### src/rtl/dmem_arbiter.sv
// rtl/dmem_arbiter.sv - two-master DataMem arbiter; bursts capped at MAX_BURST beats while the other master waits
module dmem_arbiter #(
  parameter int DW        = 32,
  parameter int AW        = 32,
  parameter int MAX_BURST = 8
) (
  input  logic          clk,
  input  logic          reset,
  input  logic          m0_req,
  input  logic          m0_wr,
  input  logic [AW-1:0] m0_addr,
  input  logic [DW-1:0] m0_wdata,
  output logic          m0_gnt,
  output logic          m0_rvalid,
  output logic [DW-1:0] m0_rdata,
  input  logic          m1_req,
  input  logic          m1_wr,
  input  logic [AW-1:0] m1_addr,
  input  logic [DW-1:0] m1_wdata,
  output logic          m1_gnt,
  output logic          m1_rvalid,
  output logic [DW-1:0] m1_rdata,
  output logic          mem_rd,
  output logic          mem_wr,
  output logic [AW-1:0] mem_addr,
  output logic [DW-1:0] mem_wdata,
  input  logic [DW-1:0] mem_rdata
);

  typedef enum logic [1:0] {IDLE, OWN0, OWN1} state_t;

  localparam logic [7:0] CNT_MAX = 8'(MAX_BURST - 1);

  state_t     state, state_nxt;
  logic       last_owner;
  logic [7:0] beat_cnt;
  logic       beat0, beat1, burst_done;

  assign m0_gnt     = (state == OWN0);
  assign m1_gnt     = (state == OWN1);
  assign beat0      = m0_gnt & m0_req;
  assign beat1      = m1_gnt & m1_req;
  assign burst_done = (beat_cnt == CNT_MAX);

  always_ff @(posedge clk or posedge reset) begin
    if (reset) state <= IDLE;
    else       state <= state_nxt;
  end

  always_comb begin
    state_nxt = state;
    mem_rd    = 1'b0;
    mem_wr    = 1'b0;
    mem_addr  = '0;
    mem_wdata = '0;
    case (state)
      IDLE: begin
        // last_owner=1 means m0 wins a tie
        if (m0_req && m1_req) state_nxt = last_owner ? OWN0 : OWN1;
        else if (m0_req)      state_nxt = OWN0;
        else if (m1_req)      state_nxt = OWN1;
      end
      OWN0: begin
        if (!m0_req)                   state_nxt = m1_req ? OWN1 : IDLE;
        else if (m1_req && burst_done) state_nxt = OWN1;
      end
      OWN1: begin
        if (!m1_req)                   state_nxt = m0_req ? OWN0 : IDLE;
        else if (m0_req && burst_done) state_nxt = OWN0;
      end
      default: state_nxt = IDLE;
    endcase
    if (!reset && beat0) begin
      mem_rd    = ~m0_wr;
      mem_wr    = m0_wr;
      mem_addr  = m0_addr;
      mem_wdata = m0_wdata;
    end else if (!reset && beat1) begin
      mem_rd    = ~m1_wr;
      mem_wr    = m1_wr;
      mem_addr  = m1_addr;
      mem_wdata = m1_wdata;
    end
  end

  always_ff @(posedge clk or posedge reset) begin
    if (reset) begin
      last_owner <= 1'b1;
      beat_cnt   <= 8'd0;
    end else if (state_nxt != state) begin
      beat_cnt <= 8'd0;
      if (state_nxt == OWN0)      last_owner <= 1'b0;
      else if (state_nxt == OWN1) last_owner <= 1'b1;
    end else if ((beat0 || beat1) && !burst_done) begin
      beat_cnt <= beat_cnt + 8'd1;
    end
  end

  // Read return is tied to the beat, not the grant, so a handover cannot lose it
  always_ff @(posedge clk or posedge reset) begin
    if (reset) begin
      m0_rvalid <= 1'b0;
      m1_rvalid <= 1'b0;
      m0_rdata  <= '0;
      m1_rdata  <= '0;
    end else begin
      m0_rvalid <= beat0 & ~m0_wr;
      m1_rvalid <= beat1 & ~m1_wr;
      if (beat0 && !m0_wr) m0_rdata <= mem_rdata;
      if (beat1 && !m1_wr) m1_rdata <= mem_rdata;
    end
  end

endmodule

### config.mk
export PLATFORM = sky130hd
export DESIGN_NAME = dmem_arbiter
export DESIGN_NICKNAME = d
export VERILOG_FILES = /design/src/rtl/dmem_arbiter.sv
export SDC_FILE = /design/constraint.sdc
export NUM_CORES = 1
export LEC_CHECK = 0
export BUFFER_PORTS_ARGS = -buffer_cell sky130_fd_sc_hd__buf_2
export CAP_MARGIN = 20
export CORE_AREA = 4 4 115 117
export DETAILED_ROUTE_END_ITERATION = 7
export DIE_AREA = 0 0 119 121
export PLACE_DENSITY = 0.78
export SLEW_MARGIN = 20
export SYNTH_ARGS = -nofsm -noshare
export SYNTH_HDL_FRONTEND = slang
export SYNTH_SLANG_ARGS = --single-unit
export TNS_END_PERCENT = 10
### constraint.sdc
create_clock -name clk -period 3.7 [get_ports clk]
set_input_delay 0.555 -clock clk [delete_from_list [all_inputs] [get_ports clk]]
set_output_delay 0.555 -clock clk [all_outputs]
set_load 0.01 [all_outputs]
Word-level counts from Yosys, hierarchy flattened
Cells that the tools add are included.
W data, S select, Z words.
{ "totals": {"mem_bits_ro": 0, "mem_count": 0, "latch_bits": 0, "input_bits": 166, "ramBits": 0, "wordCells": 60, "out_inout_bits": 134, "ff_bits": 77} }
{ "classes": {"n_eq_ne": 6, "order_cmp": 0, "multipliers": 0, "add_sub_neg": 1, "n_reduce_logical": 17, "shifts": 0, "mux": 23, "div_mod_pow": 0, "bitwise_logic": 6} }
{ "ops": {"columns": ["op", "n"], "rows": [
  ["$mux W32", 4],
  ["$mux W2", 9],
  ["$mux W8", 2],
  ["$add A8 B1 Y8 const B", 1],
  ["$eq A8 B3 Y1 const B", 1],
  ["$logic_and A1 B1 Y1", 8],
  ["$mux W1", 7],
  ["$pmux W2 S3", 1],
  ["$and A1 B1 Y1", 4],
  ["$eq A2 B1 Y1 const B", 2],
  ["$eq A2 B2 Y1 const B", 2],
  ["$logic_not A1 Y1", 4],
  ["$reduce_bool A2 Y1", 2],
  ["$logic_not A2 Y1", 1],
  ["$ne A2 B2 Y1", 1],
  ["$not A1 Y1", 2],
  ["$reduce_and A2 Y1", 1],
  ["$logic_or A1 B1 Y1", 1]
]} }

Depth between registers and ports, before layout
Gate-level depths: netlist (run 1).
{ "depth": {"depth_word": 8, "depth_mapped": 8, "ltp_nobuf": 8} }

Least setup slack after synthesis (run 1)
OpenSTA, ideal clock, no wires.
{ "synth_path": {"path_type": "register to register", "startpoint": "register beat_cnt[0]", "endpoint": "register last_owner", "arrival_time_ps": 2273, "path_stages_with_launch": 9, "setup_ps": 75, "path_buffers": 0, "synth_period_minus_slack_ps": 2348, "required_ps": 3625, "setup_slack_ps": 1352, "path_cell_list": "dfrtp_1 -> ha_1 -> nor4b_4 -> nand2_1 -> a211o_1 -> a221oi_1 -> ha_1 -> a211oi_1 -> mux2i_1"} }
{ "synth_via": {"elab_chain_cells": 8, "elab_cells_between_ends": 14, "cone_classes": "4 x eq/ne; 6 x mux; 4 x reduce/logical"} }
{ "synth_rtl": {"columns": ["element", "line", "text"], "rows": [
  ["start: declaration", "36", "logic [7:0] beat_cnt;"],
  ["start signal: assignment", "95", "beat_cnt <= beat_cnt + 8'd1;"],
  ["$eq A8 B3 Y1 (*)", "43", "assign burst_done = (beat_cnt == CNT_MAX);"],
  ["$logic_and A1 B1 Y1, on equally long branches", "69, 65", null],
  ["$mux W2, on equally long branches", "69, 65", null],
  ["$mux W2, on equally long branches", "68, 64", null],
  ["$pmux W2 S3 (*)", "56", "case (state)"],
  ["net state_nxt[0]", "34", "state_t state, state_nxt;"],
  ["$eq A2 B1 Y1 / $eq A2 B2 Y1 (equally long branches)", "92, 93", null],
  ["$reduce_bool A2 Y1 (no line)", null, null],
  ["$reduce_and A2 Y1 (no line)", null, null],
  ["end signal: assignment", "88", "last_owner <= 1'b1;"],
  ["end signal: assignment", "92", "if (state_nxt == OWN0) last_owner <= 1'b0;"],
  ["end signal: assignment", "93", "else if (state_nxt == OWN1) last_owner <= 1'b1;"],
  ["end: declaration", "35", "logic last_owner;"]
]} }
Mark *: on every way through the listed nets, which the timed path passes. The rest lies on a longest branch.
A chain may end at the register's enable or synchronous reset.

Final worst setup path (run 1)
{ "layout_path": {"startpoint": "register state[1]", "endpoint": "output port mem_addr[1]"} }
{ "layout_via": {"elab_chain_cells": 5, "elab_cells_between_ends": 8, "cone_classes": "2 x eq/ne; 2 x mux; 2 x bitwise; 2 x reduce/logical"} }
{ "layout_rtl": {"columns": ["element", "line", "text"], "rows": [
  ["start: declaration", "34", null],
  ["start signal: assignment", "47", "else state <= state_nxt;"],
  ["$eq A2 B2 Y1", "40", "assign m1_gnt = (state == OWN1);"],
  ["$and A1 B1 Y1", "42", "assign beat1 = m1_gnt & m1_req;"],
  ["$logic_and A1 B1 Y1", "78", "end else if (!reset && beat1) begin"],
  ["$mux W32", "78", null],
  ["$mux W32 (*)", "73", "if (!reset && beat0) begin"],
  ["end: declaration", "25", "output logic [AW-1:0] mem_addr,"]
]} }
Mark *: on every way between the ends. The rest lies on a longest branch, timed or not.

==> impl_metrics.json, run 1 <==
{
  "outcome": "complete, no violations",
  "dieArea_um2": 14400,
  "final-setup-viol-count": 0,
  "slew_violations": 0,
  "routabilityCongestion": 0.9538,
  "p_leak_uw": 0.003048,
  "grt_pass1_wl_um": 23850,
  "cp_max_fo": 64,
  "crit_start": "state[1]",
  "vdd.ir_drop.worst_uv": 350.5,
  "antenna_found_initial": 8,
  "port_buffers": 299,
  "io_pins": 300,
  "clk_path_buf_depth": 2,
  "cts-buffers-inserted": 9,
  "postCtsResizedCells": 0,
  "drc_errors": 0,
  "synth_area_um2": 3806,
  "fin_crit_sh_pct": 80.58,
  "final-hold-violation-count": 0,
  "switching_share_pct": 32.09,
  "combPwrFrac_pct": 34.1,
  "nNetsFinal": 758,
  "setup-tns-final_ps": 0,
  "synth_cell_type_count": 40,
  "critPathMaxStageDelay_ps": 520,
  "r2r-start": "beat_cnt[0]",
  "cp.required_ps": 3140,
  "first_iter_violations": 158,
  "rsz0062_at_grt": "false",
  "ant_nets": 0,
  "start_util_pct": 30.79,
  "maxCapViolCount": 0,
  "path_buf_inv": 2,
  "core_um2": 12360,
  "end_kind": "output pin",
  "synth_top_area_cell": "dfrtp_1",
  "p_int_uw": 2283,
  "die_w_um": 119,
  "netlist_instances": 296,
  "path_cells": "nand3b_2 > nor2_4 > buf_4 > a22o_1 > buf_2",
  "clkPwrFrac_pct": 26.2,
  "p_seq_share_pct": 39.7,
  "synth_ff_type": "dfrtp_1",
  "final_layout_size_suffix_gt1_share_pct": 67.23,
  "yosysSeqAreaShare_pct": 50.66,
  "clk-insertion-delay-late_ps": 330,
  "powerDensity_nw_per_um2": 580.9,
  "placed_area_um2": 5480,
  "critPathSlowestCell": "buf_4",
  "hold_class": "input port to async pin",
  "fin_crit_ps": 2981,
  "synth_top_area_share_pct": 49.97,
  "cts_root_buf": "clkbuf_16",
  "whs_ps": 360.3,
  "fin_area_um2": 5788,
  "wl_per_cell_um": 21.72,
  "finClkSkew_ps": 8.433,
  "clock_sinks": 77,
  "crit_family": "buffers and inverters",
  "fin_ws_ps": 718.6,
  "syn2layout_area_growth_pct": 52.07,
  "tritoncts": "done",
  "critical_path_class": "flip-flop to output pin",
  "ys_ff_latch": 77,
  "ys.warnings.count": 0,
  "switchingPower_uw": 1079,
  "synth_nets": 464,
  "post_drt_via_cell_ratio": 5.022,
  "fmax_ghz": 0.3354,
  "clkTransAtPathRegs_ps": 60,
  "arrival_ps": 2430,
  "overflow": 0,
  "synth.area.top_cells": "dfrtp_1 50%, mux2_2 19%, a22o_1 15%, buf_2 2.0%, xnor2_1 1.2%",
  "synth_edf_count": 0,
  "dp_worst_setup_slack_ps": 1043,
  "drtPass1Iterations": 4,
  "grt_usage_pct": 22.24,
  "num_rows": 41,
  "grt_pass1_vias": 3952,
  "post_cts_buffers": 0,
  "vias": 3862,
  "postCtsHoldBufs": 0,
  "postSynthAreaPerCell_um2": 12.86,
  "wl_um": 16700,
  "startpoint_type": "flip-flop",
  "h-tree-depth": 3,
  "dpl.hpwl_um": 13950,
  "synth-async-reset-ratio_pct": 100.0,
  "grt_start_max_net_pins": 65,
  "worst_pin_slew_ps": 659.9,
  "die_h_um": 121,
  "relSlewSlack_pct": 56.01
}
## worst reg2reg max path, delay by kind of cell, from the launching register on
kind	cells	cell delay, ps
flops	1	380
compound gates	3	940
fa+ha+maj	2	520
mux	1	220
simple gates	2	490
## cells by family after synthesis
kind of cell | after synthesis | share of synthesized area, %
AOI/OAI and AO/OA | 82 | 18.48
xor gates and xnor gates | 6 | 1.381
adders and majority gates | 2 | 0.6574
buffers and inverters | 26 | 3.057
DFF | 77 | 50.66
muxes | 66 | 19.46
and+or+nand+nor | 37 | 6.312
## per-layer routing
layer / vias to the layer above / share of wire [%] / GRT usage, %
met1: 1874 / 35 / 25.23
met2: 207 / 48 / 35.85
met3: 46 / 13 / 11.47
li1: 1723 / - / -
met4: 12 / 2.9 / 8.182
met5: - / 0.35 / 0
## synthesized netlist by cell type, types with 3 or more instances
cell and count:
xnor2_1 5, nor2_2 3, inv_1 5, a22o_1 64, buf_2 15, clkbuf_1 6
nor2_1 11, dfrtp_1 76, nor3_1 4, nand2_1 4, a211oi_1 4, mux2_2 64
## worst paths after layout
path / end / slack, ps / cells past startpoint
worst min register to register: last_owner / 490 / 2
max in group asynchronous: m0_rdata[11] / 2280 / 3
worst min-delay path: m1_rdata[27] / 360 / 2
worst max-delay path: mem_addr[1] / 720 / 5
min in group clk: m1_rdata[0] / 470 / 2
worst max register to register: last_owner / 1090 / 8
## cells in the final DEF (no fill, tap or decap), types with 2 or more instances in the layout
master       n
diode_2      2
nand3_1      2
nor3_1       4
buf_4        5
xnor2_1      5
a22o_1      64
mux2i_1      2
dfrtp_1     76
nand2_1      4
a211oi_1     4
buf_2      299
o21ai_0      2
mux2_2      64
ha_1         2
clkbuf_16    9
nor2_1      10
inv_1        4
a21oi_1      2
clkinv_4     2
nor2b_1      2
nor2_4       4
and3_2       2
## flip-flops by register name, summed over array words and instances (netlist names)
register    cells
last_owner      1
m1_rdata       32
m0_rdata       32
state           2
m1_rvalid       1
beat_cnt        8
m0_rvalid       1
## power by group through the flow
stage / Clock [µW] / Sequential, µW / Combinational (µW)
after floorplan: 0 / 1470 / 444
after global placement: 0 / 1320 / 1130
after detailed placement: 0 / 1350 / 1160
after CTS: 899 / 1340 / 1170
after global routing: 941 / 1380 / 1240
final: 881 / 1330 / 1150
## area by class of cell
class / count / area [µm²]
tap: 172 / 215.2
multi-input combinational: 193 / 1784
inverter: 5 / 18.77
fill: 1145 / 6575
sequential: 77 / 1928
clock inverter: 5 / 60.06
clock buffer: 11 / 242.7
timing repair buffer: 304 / 1534
antenna: 2 / 5.005
## stage by stage
| step | utilization, % | instances | total power, µW |
|---|---|---|---|
| after CTS | 46.78 | 767 | 3402 |
| after global placement | 44.33 | 751 | 2453 |
| after global routing | 46.80 | 768 | 3560 |
| final | 46.82 | 769 | 3362 |
| after detailed placement | 44.33 | 751 | 2508 |
| after floorplan | - | 296 | 1913 |
Note: power is estimated with default switching activity, not from simulation.
==> run 2: changes to the inputs <==
- clock period: 3.7 -> 2.8 ns (I/O delays scaled with it)
==> impl_metrics.json, run 2 (synthesized netlist as in run 1, its figures left out) <==
{
  "io_pins": 300,
  "p_leak_uw": 0.003062,
  "end_kind": "flip-flop",
  "final-setup-viol-count": 0,
  "grt_start_max_net_pins": 63,
  "crit_family": "compound AO/OA/AOI/OAI gates",
  "path_buf_inv": 1,
  "setup-tns-final_ps": 0,
  "crit_start": "beat_cnt[0]",
  "dpl.hpwl_um": 13680,
  "r2r-end": "last_owner",
  "drc_errors": 0,
  "nNetsFinal": 760,
  "clk-insertion-delay-late_ps": 330,
  "cts-buffers-inserted": 9,
  "cts_root_buf": "clkbuf_16",
  "relSlewSlack_pct": 65.72,
  "slew_violations": 0,
  "powerDensity_nw_per_um2": 747.7,
  "grt_pass1_wl_um": 23650,
  "dieArea_um2": 14400,
  "critPathCapture": "last_owner",
  "dp_worst_setup_slack_ps": 79.57,
  "layout_common_cells": "299 x buf_2, 76 x dfrtp_1, 64 x mux2_2, 64 x a22o_1, 10 x nor2_1",
  "first_iter_violations": 223,
  "regToRegSetupSlack_ps": 120,
  "critical_path_class": "flip-flop to flip-flop",
  "path_depth": 9,
  "cp.required_ps": 3060,
  "drtPass1Iterations": 4,
  "die_w_um": 119,
  "grt_pass1_vias": 3950,
  "arrival_ps": 2940,
  "finClkSkew_ps": 5.593,
  "clkTransAtPathRegs_ps": 60,
  "port_buffers": 299,
  "rsz0062_at_grt": "false",
  "routabilityCongestion": 0.9175,
  "h-tree-depth": 3,
  "tritoncts": "done",
  "maxCapViolCount": 0,
  "hold_class": "input port to async pin",
  "die_h_um": 121,
  "worst_path_most_repeated_cell": "ha_1",
  "critPathSlowestCell": "dfrtp_1",
  "vdd.ir_drop.worst_uv": 518.5,
  "wl_per_cell_um": 21.10,
  "ant_nets": 0,
  "clock_sinks": 77,
  "grt_usage_pct": 22.01,
  "startpoint_type": "flip-flop",
  "vias": 3870,
  "whs_ps": 134.6,
  "wl_um": 16290,
  "clk_path_buf_depth": 2,
  "post_drt_via_cell_ratio": 5.013,
  "final_common_cell": "buf_2",
  "overflow": 0,
  "worst_pin_slew_ps": 501.2,
  "num_rows": 41,
  "core_um2": 12360,
  "start_util_pct": 30.79,
  "critPathMaxStageDelay_ps": 410,
  "outcome": "complete, no violations",
  "fin_crit_ps": 2682,
  "final_layout_size_suffix_gt1_share_pct": 67.50,
  "path_cells": "ha_1 > nor4b_4 > buf_4 > and3_2 > a211o_1 > a221oi_1 > ha_1 > a211oi_1 > mux2i_1",
  "cp_max_fo": 5,
  "num-fill-cells": 1146,
  "fin_ws_ps": 118.4,
  "syn2layout_area_growth_pct": 53.25,
  "fmax_ghz": 0.3729,
  "biggestRegsByFlops": "m0_rdata x32, m1_rdata x32, beat_cnt x8",
  "antenna_found_initial": 11,
  "ff2ff_path_depth": 9,
  "r2r-start": "beat_cnt[0]",
  "fin_crit_sh_pct": 95.77,
  "final-hold-violation-count": 0
}
-- run 2: cell count changes in the layout (fill, tap and decap cells not counted), moves of 2 or more --
cell,before,now
clkinvlp_4,1,4
clkinv_4,2,0
buf_12,0,3
inv_6,0,2
-- run 2: worst min path at each step --
stage	start	end
finish	reset	m0_rdata[28]
global route	reset	m0_rdata[29]
CTS	reset	m0_rdata[29]
detailed placement	reset	m0_rdata[29]
global placement	last_owner	last_owner
floorplan	last_owner	last_owner
-- run 2: final cells by class --
type	count	area, µm²	share of cell area (%)
Tap cell	172	215.2	3.689
Inverter	5	18.77	0.3218
Antenna cell	3	7.507	0.1287
Multi-Input combinational cell	193	1793	30.74
Sequential cell	77	1928	33.05
Clock inverter	7	58.81	1.008
Timing Repair Buffer	306	1587	27.20
Clock buffer	9	225.2	3.861
-- run 2: worst register-to-register path: stages, from the launching register on --
cell and delay (ps):
dfrtp_1 410, ha_1 260, nor4b_4 150, buf_4 150, and3_2 190, a211o_1 260, a221oi_1 340, ha_1 300
a211oi_1 320, mux2i_1 230
-- run 2: report_power, final --
group	internal, µW	switching, µW	leakage [µW]
sequential	1530	219	0.000941
clock	612	478	0.000127
combinational	776	744	0.00199
-- run 2: metrics by stage --
step	instances	utilization (%)	area, µm²	power, µW
floorplan	296	-	3806	2527
global route	771	47.16	5831	4637
CTS	768	46.99	5809	4420
finish	772	47.18	5833	4361
detailed placement	752	44.69	5525	3304
global placement	752	44.69	5525	3236
-- run 2: routing by layer --
metal | track usage [%] | vias to the layer above | routed length, µm
li1 | - | 1732 | -
met1 | 25.51 | 1874 | 6057
met2 | 35.68 | 203 | 7900
met3 | 10.02 | 45 | 1778
met4 | 8.472 | 16 | 462
met5 | 0 | - | 89
-- run 2: repair_timing --
| item | CTS | global route |
|---|---|---|
| gates resized for setup | 0 | 1 |
| setup endpoints to repair | 0 | 6 |
| hold buffers | 0 | 0 |
| setup buffers | 0 | 1 |
==> run 3: changes to the inputs <==
- CAP_MARGIN: 20 -> unset
- SETUP_SLACK_MARGIN: unset -> 0.2
==> impl_metrics.json, run 3 (synthesized netlist as in run 1, its figures left out) <==
{
  "wl_per_cell_um": 21.03,
  "rsz0062_at_grt": "true",
  "path_buf_inv": 1,
  "num-fill-cells": 1138,
  "syn2layout_area_growth_pct": 54.14,
  "final_layout_size_suffix_gt1_share_pct": 68.00,
  "outcome": "complete, no violations",
  "ant_nets": 0,
  "path_cells": "ha_1 > nor4b_4 > buf_4 > and3_2 > a211o_1 > a221oi_2 > ha_1 > a211oi_2 > mux2i_1",
  "startpoint_type": "flip-flop",
  "core_um2": 12360,
  "num_rows": 41,
  "wl_um": 16300,
  "antenna_found_initial": 11,
  "slew_violations": 0,
  "critPathMaxStageDelay_ps": 410,
  "clk-insertion-delay-late_ps": 330,
  "grt_usage_pct": 22.02,
  "maxCapViolCount": 0,
  "finalPower_uw": 4371,
  "cts_root_buf": "clkbuf_16",
  "nNetsFinal": 763,
  "worst_pin_slew_ps": 501.2,
  "post_drt_via_cell_ratio": 4.948,
  "postCtsHoldBufs": 0,
  "cp.required_ps": 3060,
  "cts-buffers-inserted": 9,
  "drc_errors": 0,
  "clkTransAtPathRegs_ps": 60,
  "drtPass1Iterations": 4,
  "clk_path_buf_depth": 2,
  "multi_input_area_um2": 1804,
  "utilization_pct": 47.45,
  "port_buffers": 299,
  "grt_pass1_vias": 3951,
  "first_iter_violations": 244,
  "grt_pass1_wl_um": 23680,
  "start_util_pct": 30.79,
  "final-setup-viol-count": 0,
  "biggestRegsByFlops": "m0_rdata x32, m1_rdata x32, beat_cnt x8",
  "dp_cells": 752,
  "clock_sinks": 77,
  "critPathSlowestCell": "dfrtp_1",
  "fmax_ghz": 0.3956,
  "fin_ws_ps": 272.2,
  "worst_path_most_repeated_cell": "ha_1",
  "setup-tns-final_ps": 0,
  "finClkSkew_ps": 5.470,
  "final_common_cell": "buf_2",
  "overflow": 0,
  "crit_family": "compound AO/OA/AOI/OAI gates",
  "final-hold-violation-count": 0,
  "h-tree-depth": 3,
  "vias": 3835,
  "critical_path_class": "flip-flop to flip-flop",
  "layout_common_cells": "299 x buf_2, 76 x dfrtp_1, 64 x mux2_2, 64 x a22o_1, 10 x nor2_1",
  "ff_latch_area_um2": 1928,
  "fin_crit_sh_pct": 90.28,
  "tritoncts": "done",
  "dieArea_um2": 14400,
  "dp_worst_setup_slack_ps": 79.57,
  "fin_crit_ps": 2528,
  "dpl.hpwl_um": 13680,
  "vdd.ir_drop.worst_uv": 518.4,
  "p_leak_uw": 0.003080,
  "stdcell_count": 775,
  "hold_class": "input port to async pin",
  "die_w_um": 119,
  "io_pins": 300,
  "relSlewSlack_pct": 65.73,
  "routabilityCongestion": 0.9175,
  "powerDensity_nw_per_um2": 745.0,
  "arrival_ps": 2790,
  "end_kind": "flip-flop",
  "die_h_um": 121,
  "cp_max_fo": 5,
  "grt_start_max_net_pins": 63
}
## run 3: cell types whose count changed in the layout (fill, tap and decap cells not counted)
cell	delta
a211oi_2	+1
a221oi_2	+1
a211oi_1	-1
a221oi_1	-1
buf_4	+3
## run 3: worst reg2reg max path, delay by kind of cell (launching register included)
family | cells | cell delay, ps
AND/OR/NAND/NOR | 2 | 340
adder cells (fa/ha/maj) | 2 | 550
flip-flops | 1 | 410
multiplexers | 1 | 220
buffers and inverters | 1 | 150
AO/OA/AOI/OAI | 3 | 790
## run 3: per-layer routing
| metal | up-vias | wire length, µm | track usage [%] |
|---|---|---|---|
| met2 | 203 | 7893 | 35.71 |
| met1 | 1835 | 6021 | 25.80 |
| met3 | 45 | 1838 | 9.557 |
| met5 | - | 89 | 0 |
| li1 | 1736 | - | - |
| met4 | 16 | 460 | 8.472 |
## run 3: through the flow
step | hold slack (ps) | cell area, µm²
after CTS | 133.3 | 5822
after global placement | 482.0 | 5525
after detailed placement | 489.5 | 5525
after floorplan | 465.9 | 3806
after global routing | 156.0 | 5864
final | 137.4 | 5867
## run 3: what timing repair did
item | 4_1_cts | 5_1_grt
buffers inserted | 1 | 3
gates resized for setup | 1 | 2
setup endpoints to repair | 53 | 52
pin swaps | 1 | 1
## run 3: area by class of cell
class	count	area share (%)
clock inverter	7	1.002
tap	172	3.668
multi-input combinational	193	30.75
timing repair buffer	309	27.43
sequential	77	32.86
antenna	3	0.1280
clock buffer	9	3.839
inverter	5	0.3199
## run 3: power by group
part           switching, µW  internal [µW]  total [µW]
Clock                    477            612        1090
Combinational            746            782        1530
Sequential               221           1530        1750
## run 3: path summary, 6_finish.rpt
kind	from	end	slack, ps	depth (start not counted)
max in group asynchronous	reset	m0_rdata[13]	2010	3
min in group clk	mem_rdata[6]	m1_rdata[6]	330	2
worst min-delay path	reset	m0_rdata[28]	140	2
worst max register to register	beat_cnt[0]	last_owner	270	9
worst min register to register	m1_rdata[16]	m1_rdata[16]	500	1
worst max-delay path	beat_cnt[0]	last_owner	270	9
